==> config.mk <==
export PLATFORM = sky130hd
export DESIGN_NAME = state_dump_unit
export DESIGN_NICKNAME = d
export VERILOG_FILES = /design/src/rtl/state_dump_unit_pkg.sv /design/src/rtl/state_dump_unit.sv
export SDC_FILE = /design/constraint.sdc
export NUM_CORES = 1
export LEC_CHECK = 0
export CORE_MARGIN = 4
export CORE_UTILIZATION = 35
export CTS_CLUSTER_SIZE = 24
export DETAILED_ROUTE_END_ITERATION = 10
export GPL_ROUTABILITY_DRIVEN = 0
export PLACE_DENSITY = 0.75
export SKIP_LAST_GASP = 1
export SLEW_MARGIN = 20
export SYNTH_ARGS = -nofsm -noshare
export SYNTH_HDL_FRONTEND = slang
export SYNTH_SLANG_ARGS = --single-unit
==> constraint.sdc <==
create_clock -name clk -period 3.6 [get_ports clk]
set_input_delay 0.72 -clock clk [delete_from_list [all_inputs] [get_ports clk]]
set_output_delay 0.72 -clock clk [all_outputs]
set_load 0.05 [all_outputs]
==> src/rtl/state_dump_unit_pkg.sv <==
// Shared types for the end-of-run state dump engine: beat kinds, FSM states and reset polarity.
package state_dump_unit_pkg;

    localparam logic RESET = 1'b0;

    typedef enum logic [1:0] {
        DUMP_REG = 2'd0,
        DUMP_MEM = 2'd1,
        DUMP_CHK = 2'd2
    } dump_kind_t;

    typedef enum logic [2:0] {
        ST_IDLE,
        ST_READ,
        ST_WAIT,
        ST_SEND,
        ST_CHK,
        ST_FIN
    } dump_state_t;

    function automatic int max_width(input int a, input int b);
        return (a > b) ? a : b;
    endfunction

endpackage

==> src/rtl/state_dump_unit.sv <==
// state_dump_unit: streams every register-file entry, then every data-memory word, on a valid/ready port.
// Define DUMP_CHECKSUM_EN to append one modular-sum checksum beat after the last memory word.
module state_dump_unit
    import state_dump_unit_pkg::*;
#(
    parameter int  DATA_ADDRESS_WIDTH          = 6,
    parameter int  CPU_DATA_WIDTH              = 32,
    parameter int  REGISTER_FILE_ADDRESS_WIDTH = 5,
    localparam int IDX_W = max_width(REGISTER_FILE_ADDRESS_WIDTH, DATA_ADDRESS_WIDTH)
) (
    input  logic                                   clk,
    input  logic                                   rst,
    input  logic                                   start,
    output logic                                   busy,
    output logic                                   done,
    output logic [REGISTER_FILE_ADDRESS_WIDTH-1:0] rf_rd_addr,
    input  logic [CPU_DATA_WIDTH-1:0]              rf_rd_data,
    output logic                                   mem_rd_en,
    output logic [DATA_ADDRESS_WIDTH-1:0]          mem_rd_addr,
    input  logic [CPU_DATA_WIDTH-1:0]              mem_rd_data,
    output logic                                   out_valid,
    input  logic                                   out_ready,
    output logic [CPU_DATA_WIDTH-1:0]              out_data,
    output dump_kind_t                             out_kind,
    output logic [IDX_W-1:0]                       out_index,
    output logic                                   out_last
);

    // One spare bit on the counter keeps the terminal compare clear of wrap-around.
    localparam int               CNT_W    = IDX_W + 1;
    localparam logic [CNT_W-1:0] REG_LAST = CNT_W'((1 << REGISTER_FILE_ADDRESS_WIDTH) - 1);
    localparam logic [CNT_W-1:0] MEM_LAST = CNT_W'((1 << DATA_ADDRESS_WIDTH) - 1);

    dump_state_t               state;
    dump_kind_t                phase;
    logic [CNT_W-1:0]          idx;
    logic                      at_end;
    dump_kind_t                next_phase;
    logic [CNT_W-1:0]          next_idx;
    logic [CPU_DATA_WIDTH-1:0] rd_word;
`ifdef DUMP_CHECKSUM_EN
    logic [CPU_DATA_WIDTH-1:0] acc;
`endif

    always_comb begin
        at_end     = (phase == DUMP_REG) ? (idx == REG_LAST) : (idx == MEM_LAST);
        next_phase = phase;
        next_idx   = idx + CNT_W'(1);
        if (at_end) begin
            next_phase = DUMP_MEM;
            next_idx   = '0;
        end
        rd_word = (phase == DUMP_REG) ? rf_rd_data : mem_rd_data;
    end

    always_ff @(posedge clk) begin
        if (rst == RESET) begin
            state       <= ST_IDLE;
            phase       <= DUMP_REG;
            idx         <= '0;
            busy        <= 1'b0;
            done        <= 1'b0;
            rf_rd_addr  <= '0;
            mem_rd_en   <= 1'b0;
            mem_rd_addr <= '0;
            out_valid   <= 1'b0;
            out_data    <= '0;
            out_kind    <= DUMP_REG;
            out_index   <= '0;
            out_last    <= 1'b0;
`ifdef DUMP_CHECKSUM_EN
            acc         <= '0;
`endif
        end else begin
            done <= 1'b0;
            case (state)
                ST_IDLE: begin
                    if (start) begin
                        state       <= ST_READ;
                        busy        <= 1'b1;
                        phase       <= DUMP_REG;
                        idx         <= '0;
                        rf_rd_addr  <= '0;
                        mem_rd_addr <= '0;
                        mem_rd_en   <= 1'b0;
`ifdef DUMP_CHECKSUM_EN
                        acc         <= '0;
`endif
                    end
                end
                ST_READ: begin
                    mem_rd_en <= 1'b0;
                    state     <= ST_WAIT;
                end
                ST_WAIT: begin
                    out_data  <= rd_word;
                    out_kind  <= phase;
                    out_index <= idx[IDX_W-1:0];
                    out_valid <= 1'b1;
`ifdef DUMP_CHECKSUM_EN
                    out_last  <= 1'b0;
                    acc       <= acc + rd_word;
`else
                    out_last  <= (phase == DUMP_MEM) && at_end;
`endif
                    state     <= ST_SEND;
                end
                ST_SEND: begin
                    if (out_ready) begin
                        out_valid <= 1'b0;
                        out_last  <= 1'b0;
                        if ((phase == DUMP_MEM) && at_end) begin
`ifdef DUMP_CHECKSUM_EN
                            state     <= ST_CHK;
                            out_valid <= 1'b1;
                            out_data  <= acc;
                            out_kind  <= DUMP_CHK;
                            out_index <= '0;
                            out_last  <= 1'b1;
`else
                            state     <= ST_FIN;
                            done      <= 1'b1;
`endif
                        end else begin
                            state       <= ST_READ;
                            phase       <= next_phase;
                            idx         <= next_idx;
                            rf_rd_addr  <= next_idx[REGISTER_FILE_ADDRESS_WIDTH-1:0];
                            mem_rd_addr <= next_idx[DATA_ADDRESS_WIDTH-1:0];
                            mem_rd_en   <= (next_phase == DUMP_MEM);
                        end
                    end
                end
`ifdef DUMP_CHECKSUM_EN
                ST_CHK: begin
                    if (out_ready) begin
                        out_valid <= 1'b0;
                        out_last  <= 1'b0;
                        state     <= ST_FIN;
                        done      <= 1'b1;
                    end
                end
`endif
                ST_FIN: begin
                    busy  <= 1'b0;
                    state <= ST_IDLE;
                end
                default: state <= ST_IDLE;
            endcase
        end
    end

endmodule

==> flow_metrics.py, run 1 <==
metrics = {
    "yosys": {
        "yosysWarnings": 0,
        "synth_seq_cells": 57,
        "synthCells": 333,
        "synth.avg_cell_area_um2": 8.02,
        "netlist_area_um2": 2670,
        "synthArstFlopShare": 0,
        "synth-seq-area-share": 0.427,
        "synth_flop_cell": "dfxtp_1",
        "synth_cell_types": 47,
        "synth_top_cell_by_area": "dfxtp_1",
        "synth_top_area_frac": 0.427,
        "synth_edf_count": 0,
        "synth_area_leaders": "dfxtp_1 43%, a311oi_1 10%, nand2_1 7.9%",
        "synth_nets": 402,
    },
    "clocking": {
        "insertion_delay_ns": 0.32,
        "clk_pin_slew_ns": 0.06,
        "htree_levels": 3,
        "clock_path_buffers": 2,
        "root_buffer": "clkbuf_8",
        "post_cts_resized": 0,
        "cts_buffers": 9,
        "cts_setup_buffers": 0,
        "cts.sinks": 57,
        "tritoncts": "built",
        "cts-hold-fix-buffers": 0,
    },
    "placement": {
        "place.port_buffers": 123,
        "pre_cts_ws_ns": 1.05,
        "place_inst": 519,
        "post_dp_cell_area_um2": 3860,
        "hpwl_mm": 5.75,
    },
    "setup_path": {
        "slowest_stage": "clkdlybuf4s50_1",
        "cp-end-kind": "output port",
        "cp_max_fo": 9,
        "crit_path_start_kind": "flop",
        "required_ns": 2.88,
        "path_class": "flop to output port",
        "arrival_ns": 1.71,
        "crit_family": "buffers and inverters",
        "cpPeakStageDelay_ns": 0.87,
        "path_cells": "clkdlybuf4s50_1",
        "worst-path-buf-inv": 1,
    },
    "timing": {
        "setup_ws_ns": 1.17,
        "hold_viol": 0,
        "report.final.slew_viol_count": 0,
        "fin_tns_setup_ns": 0,
        "worst_pin_slew_ns": 0.847,
        "finalSetupViolCount": 0,
        "fin_crit_ns": 2.43,
        "fmax_ghz": 0.412,
        "relSlewSlack": 0.435,
        "finClkSkew_ns": 0.00753,
        "fin_crit_sh": 0.675,
        "rsz0062_at_grt": "no",
        "timing.hold.ws_ns": 0.459,
    },
    "route": {
        "num_vias": 2763,
        "drtPass1Iterations": 4,
        "wl_per_cell_um": 15.3,
        "dr.first_iter.drc_count": 134,
        "drt_wl_total_mm": 8.18,
        "vias_per_cell": 5.17,
        "ant_nets": 0,
        "drc": 0,
    },
    "outcome": {
        "status": "complete, no violations",
    },
    "power_and_ir_drop": {
        "p_total_mw": 1.71,
        "p_leak_nw": 1.49,
        "vdd.ir_drop.worst_uv": 206,
        "p_per_area_nw_per_um2": 420,
    },
    "job": {
        "maxCapViolCount": 0,
    },
    "global_route": {
        "overflow": 0,
        "grt_pass1_vias": 2651,
        "grt_max_degree": 59,
        "track_usage": 0.179,
        "grt_pass1_wl_mm": 12.9,
        "antenna_found_initial": 0,
    },
    "final_layout": {
        "nets": 500,
        "utilization": 0.555,
        "area_delta_synth_final_pct": 52.4,
        "design_area_um2": 4070,
        "stdcell_count": 534,
        "fillers": 672,
        "drive_gt1_frac": 0.0667,
        "register_area_um2": 1140,
        "diodes": 0,
        "multi_input_area_um2": 1300,
    },
    "floorplan": {
        "die_area_um2": 9090,
        "num_rows": 31,
        "die_h_um": 95.4,
        "io_pins": 124,
        "die_w_um": 95.4,
        "core-area_um2": 7330,
        "start_util": 0.364,
    },
    "min_path": {
        "hold_class": "flop to flop",
    },
}
cell usage after synthesis, types with 2 or more instances:
cell	number
clkbuf_1	24
nor2_1	37
dfxtp_1	57
nand2_1	56
buf_6	2
a311oi_1	31
a31oi_1	3
nor3b_1	2
a21oi_1	14
nand3_1	8
o211ai_1	2
buf_4	13
and2_1	2
inv_1	5
nand2b_1	2
nor3_1	7
o21ai_0	37
a21o_1	2
state kept, by name, summed over array words and instances, names as in the netlist, 2 cells and up:
name        count
idx             2
out_data       32
out_index       6
out_kind        2
phase           2
rf_rd_addr      4
state           3
kinds of logic (layout without fill, tap and decap cells):
| group | after synthesis | count (layout) | synth area share |
|---|---|---|---|
| and+or+nand+nor | 128 | 128 | 0.222 |
| AOI/OAI and AO/OA | 100 | 100 | 0.254 |
| xor gates and xnor gates | 1 | 1 | 0.00328 |
| buffers and inverters | 46 | 148 | 0.0885 |
| DFF | 57 | 57 | 0.427 |
| adders and majority gates | 1 | 1 | 0.00468 |
worst register-to-register path, stage by stage (launching register included):
cell      delay, ns
dfxtp_1        0.49
inv_1          0.15
nor3_4         0.61
buf_12         0.33
nor2_1         0.07
a311oi_1       0.27
path summary, 6_finish.rpt:
check / start / to / slack (ns) / cells after the start
min reg2reg: out_index[5] / out_index[5] / 0.46 / 2
max: rf_rd_addr[2] / rf_rd_addr[2] / 1.17 / 1
min: out_index[5] / out_index[5] / 0.46 / 2
max reg2reg: state[1] / out_data[8] / 1.58 / 5
layer usage:
layer / vias to the layer above / GRT usage / wire (µm)
li1: 1379 / - / -
met1: 1271 / 0.232 / 3450
met2: 104 / 0.291 / 4000
met3: 9 / 0.0379 / 564
met4: 0 / 0.0709 / 157
met5: - / 0 / 0
layout make-up:
cell class	instances	area share
clock buffers	13	0.0439
multi-input cells	230	0.318
flip-flops and latches	57	0.280
inverters	6	0.00553
well taps	99	0.0304
repair buffers	127	0.313
clock inverters	2	0.00860
cell usage in the layout (no fill, tap or decap), types with 2 or more instances in the layout:
| cell | instances |
|---|---|
| clkdlybuf4s50_1 | 123 |
| dfxtp_1 | 57 |
| nand2_1 | 56 |
| o21ai_0 | 37 |
| nor2_1 | 36 |
| a311oi_1 | 31 |
| a21oi_1 | 14 |
| clkbuf_8 | 13 |
| nand3_1 | 8 |
| nor3_1 | 7 |
| inv_1 | 5 |
| a31oi_1 | 3 |
| buf_4 | 3 |
| and2_1 | 2 |
| nor3b_1 | 2 |
| nand2b_1 | 2 |
| a21o_1 | 2 |
| o211ai_1 | 2 |
power breakdown:
part	leakage, nW	internal, mW	total (mW)	switching, mW
Sequential	0.465	0.669	0.691	0.0230
Combinational	0.911	0.164	0.385	0.221
Clock	0.112	0.390	0.634	0.244
Total	1.49	1.22	1.71	0.488
(Power assumes the default switching activity.)
==> run 2: changes to the inputs <==
- clock period: 3.6 -> 2.48 ns (I/O delays scaled with it)
==> run 2 against run 1 <==
Effect of this change:
- global-route usage shrank 0.71 points
- sequential share of layout area barely moved
- clock power up 36%
- critical endpoint is now mem_rd_addr[5]
- count of clock-buffer cells in the layout fell by 1
- sequential cell count did not move
- largest power group unchanged
- critical path type unchanged
- first-iteration DRC count up 14%
==> flow_metrics.py, run 2 (synthesized netlist as in run 1, its figures left out) <==
metrics = {
    "outcome": {
        "status": "complete, no violations",
    },
    "route": {
        "drt_wl_total_mm": 7.98,
        "drc": 0,
        "ant_nets": 0,
        "num_vias": 2772,
        "drtPass1Iterations": 6,
        "dr.first_iter.drc_count": 153,
        "vias_per_cell": 5.16,
        "wl_per_cell_um": 14.9,
    },
    "timing": {
        "finalSetupViolCount": 0,
        "report.final.slew_viol_count": 0,
        "worst_pin_slew_ns": 0.740,
        "fmax_ghz": 0.451,
        "hold_viol": 0,
        "fin_crit_ns": 2.22,
        "fin_tns_setup_ns": 0,
        "setup_ws_ns": 0.261,
        "relSlewSlack": 0.506,
        "rsz0062_at_grt": "no",
        "finClkSkew_ns": 0.00742,
        "fin_crit_sh": 0.895,
    },
    "setup_path": {
        "slowest_stage": "clkdlybuf4s50_1",
        "path_class": "flop to output port",
        "cpPeakStageDelay_ns": 0.88,
        "required_ns": 1.98,
        "cp-end-kind": "output port",
        "crit_family": "buffers and inverters",
        "worst-path-buf-inv": 1,
        "path_cells": "clkdlybuf4s50_1",
        "arrival_ns": 1.72,
        "crit_path_start_kind": "flop",
        "cp_max_fo": 10,
    },
    "placement": {
        "place.port_buffers": 123,
        "place_inst": 522,
        "pre_cts_ws_ns": 0.260,
        "hpwl_mm": 5.67,
    },
    "floorplan": {
        "io_pins": 124,
        "core-area_um2": 7330,
        "start_util": 0.364,
        "die_w_um": 95.4,
        "die_area_um2": 9090,
        "die_h_um": 95.4,
        "num_rows": 31,
    },
    "clocking": {
        "cts_setup_buffers": 0,
        "cts-hold-fix-buffers": 0,
        "cts.sinks": 57,
        "clk_pin_slew_ns": 0.06,
        "post_cts_resized": 0,
        "insertion_delay_ns": 0.32,
        "tritoncts": "built",
        "cts_buffers": 9,
        "htree_levels": 3,
        "clock_path_buffers": 2,
        "root_buffer": "clkbuf_8",
    },
    "final_layout": {
        "area_delta_synth_final_pct": 52.6,
        "top_regs": "out_data: 32 flops, out_index: 6 flops, rf_rd_addr: 4 flops",
        "diodes": 0,
        "final_cell_mix": "123 x clkdlybuf4s50_1, 57 x dfxtp_1, 56 x nand2_1",
        "top_register": "out_data",
        "drive_gt1_frac": 0.0708,
        "final_common_cell": "clkdlybuf4s50_1",
        "stdcell_count": 537,
        "nets": 503,
        "largest_reg_flops": 32,
    },
    "power_and_ir_drop": {
        "vdd.ir_drop.worst_uv": 268,
        "p_per_area_nw_per_um2": 595,
        "p_leak_nw": 1.49,
    },
    "global_route": {
        "grt_pass1_vias": 2609,
        "grt_pass1_wl_mm": 12.2,
        "track_usage": 0.172,
        "grt_max_degree": 53,
        "overflow": 0,
        "antenna_found_initial": 0,
    },
    "job": {
        "maxCapViolCount": 0,
    },
    "min_path": {
        "hold_class": "flop to flop",
    },
}
[run 2: routing by layer]
layer,part of all wire,global-route usage,vias to the layer above,wire length (µm)
met1,0.44,0.210,1265,3490
met5,0,0,-,0
met4,0.022,0.0853,0,176
met3,0.073,0.0395,13,582
met2,0.47,0.283,110,3730
li1,-,-,1384,-
[run 2: through the flow]
step | utilization | power, mW | hold slack, ns | cell area, µm²
floorplan | - | 1.35 | 0.484 | 2670
global placement | 0.529 | 1.57 | 0.445 | 3880
detailed placement | 0.529 | 1.58 | 0.448 | 3880
CTS | 0.556 | 2.46 | 0.456 | 4080
global route | 0.556 | 2.54 | 0.481 | 4080
finish | 0.556 | 2.42 | 0.453 | 4080
[run 2: final cells by class]
type                    instances  area, µm²
clock inverters                 3       40.0
inverters                       6       22.5
flip-flops and latches         57       1140
fillers                       663       3260
well taps                      99        124
clock buffers                  12        155
multi-input cells             230       1300
repair buffers                130       1300
[run 2: final timing paths]
path	from	end	slack, ns	cells after the start
max	idx[5]	mem_rd_addr[5]	0.26	1
max reg2reg	phase[0]	rf_rd_addr[2]	0.55	4
min reg2reg	out_index[4]	out_index[4]	0.45	2
min	out_index[4]	out_index[4]	0.45	2
[run 2: power breakdown]
group | switching [mW] | leakage [nW] | internal [mW]
clock network | 0.354 | 0.102 | 0.510
registers | 0.0327 | 0.465 | 0.970
logic | 0.317 | 0.927 | 0.240
==> run 3: changes to the inputs <==
- PLACE_DENSITY: 0.75 -> 0.78
- SKIP_LAST_GASP: 1 -> unset
- clock period: 2.48 -> 1.8 ns (I/O delays scaled with it)
==> run 3 against run 2 <==
Effect of this change:
- register-to-register slack got worse by 0.34 ns
- die area stayed put
- sequential share of layout area decreased by 0.54 points
- critical path depth grew 3
- worst setup slack worse by 0.12 ns
- clock power is 68% higher
- via count up 2.2%
- power is 49% higher
- count of clock-buffer cells in the layout down 1
- first-iteration DRC count down 20%
==> flow_metrics.py, run 3 (synthesized netlist as in run 1, its figures left out) <==
metrics = {
    "global_route": {
        "track_usage": 0.178,
        "antenna_found_initial": 0,
        "grt_pass1_wl_mm": 12.8,
        "overflow": 0,
        "grt_max_degree": 50,
        "grt_pass1_vias": 2755,
    },
    "clocking": {
        "cts-hold-fix-buffers": 0,
        "cts.sinks": 57,
        "cts_setup_buffers": 0,
        "clock_path_buffers": 2,
        "insertion_delay_ns": 0.33,
        "cts_buffers": 9,
        "post_cts_resized": 0,
        "tritoncts": "built",
        "clk_pin_slew_ns": 0.06,
        "root_buffer": "clkbuf_8",
        "htree_levels": 3,
    },
    "timing": {
        "finClkSkew_ns": 0.00845,
        "setup_ws_ns": 0.138,
        "timing.hold.ws_ns": 0.460,
        "report.final.slew_viol_count": 0,
        "fin_crit_ns": 1.66,
        "relSlewSlack": 0.748,
        "hold_viol": 0,
        "worst_pin_slew_ns": 0.369,
        "rsz0062_at_grt": "no",
        "fmax_ghz": 0.602,
        "finalSetupViolCount": 0,
        "fin_crit_sh": 0.923,
    },
    "floorplan": {
        "start_util": 0.364,
        "die_area_um2": 9090,
        "core-area_um2": 7330,
        "num_rows": 31,
        "die_w_um": 95.4,
        "die_h_um": 95.4,
        "io_pins": 124,
    },
    "final_layout": {
        "drive_gt1_frac": 0.237,
        "largest_reg_flops": 32,
        "top_regs": "out_data: 32 flops, out_index: 6 flops, rf_rd_addr: 4 flops",
        "top_register": "out_data",
        "diodes": 0,
        "final_common_cell": "buf_4",
        "final_cell_mix": "80 x buf_4, 67 x clkdlybuf4s50_1, 56 x nand2_1, 56 x dfxtp_1, 37 x o21ai_0",
        "area_delta_synth_final_pct": 55.7,
        "nets": 523,
    },
    "setup_path": {
        "cp_max_fo": 4,
        "path_class": "input port to flop",
        "arrival_ns": 1.91,
        "crit_path_start_kind": "input port",
        "required_ns": 2.05,
        "setup.worst_path.start": "start",
        "path_cells": "clkdlybuf4s50_1 > or4b_4 > a2111o_1 > a31oi_1",
        "slowest_stage": "or4b_4",
        "cpPeakStageDelay_ns": 0.49,
        "r2r_start": "state[2]",
        "cp-end-kind": "flop",
    },
    "placement": {
        "pre_cts_ws_ns": -0.202,
        "hpwl_mm": 6.02,
        "place.port_buffers": 123,
    },
    "route": {
        "wl_per_cell_um": 14.6,
        "drc": 0,
        "drtPass1Iterations": 4,
        "drt_wl_total_mm": 8.12,
        "num_vias": 2832,
        "vias_per_cell": 5.08,
        "ant_nets": 0,
        "dr.first_iter.drc_count": 123,
    },
    "min_path": {
        "hold_class": "flop to flop",
        "min-delay-start": "out_index[1]",
    },
    "power_and_ir_drop": {
        "vdd.ir_drop.worst_uv": 452,
        "p_per_area_nw_per_um2": 869,
        "p_total_mw": 3.62,
        "p_leak_nw": 1.72,
    },
    "job": {
        "maxCapViolCount": 0,
    },
    "outcome": {
        "status": "complete, no violations",
    },
}
==> run 3: cell count changes in the layout (fill, tap and decap cells not counted), sizes merged <==
cell           delta
clkdlybuf4s50    -56
clkinvlp          +1
clkinv            -1
bufinv            +2
clkbuf            -1
buf              +76
==> run 3: layer usage <==
layer | vias up | routed length, µm | global-route usage
met5 | - | 0 | 0
met4 | 0 | 125 | 0.0721
met3 | 7 | 700 | 0.0442
met2 | 98 | 3810 | 0.290
met1 | 1302 | 3480 | 0.223
li1 | 1425 | - | -
==> run 3: worst paths after layout <==
kind | end | cells after the start | slack [ns]
max | mem_rd_addr[4] | 4 | 0.14
min | out_index[1] | 2 | 0.46
max reg2reg | mem_rd_addr[4] | 3 | 0.21
min reg2reg | out_index[1] | 2 | 0.46
==> run 3: worst max-delay path: cells and delay by family <==
family,cells,cell delay (ns)
AO/OA/AOI/OAI,2,0.58
buffers and inverters,1,0.48
AND/OR/NAND/NOR,1,0.49
==> run 3: layout make-up <==
cell class              instances  area (µm²)
fillers                       665        3170
clock inverters                 5         103
multi-input cells             230        1300
repair buffers                150        1330
clock buffers                  11         141
flip-flops and latches         57        1140
well taps                      99         124
inverters                       6        22.5
==> run 3: stage by stage <==
step	area, µm²	cells	util	TNS [ns]
finish	4160	558	0.568	0
global route	4160	558	0.568	0
CTS	4160	558	0.567	0
detailed placement	3920	542	0.534	-1.01
global placement	3920	542	0.534	-0.780
floorplan	2670	333	-	0
==> run 3: power by group <==
group	internal [mW]	switching (mW)	total [mW]
clock network	0.955	0.499	1.45
registers	1.34	0.0440	1.38
logic	0.330	0.451	0.780
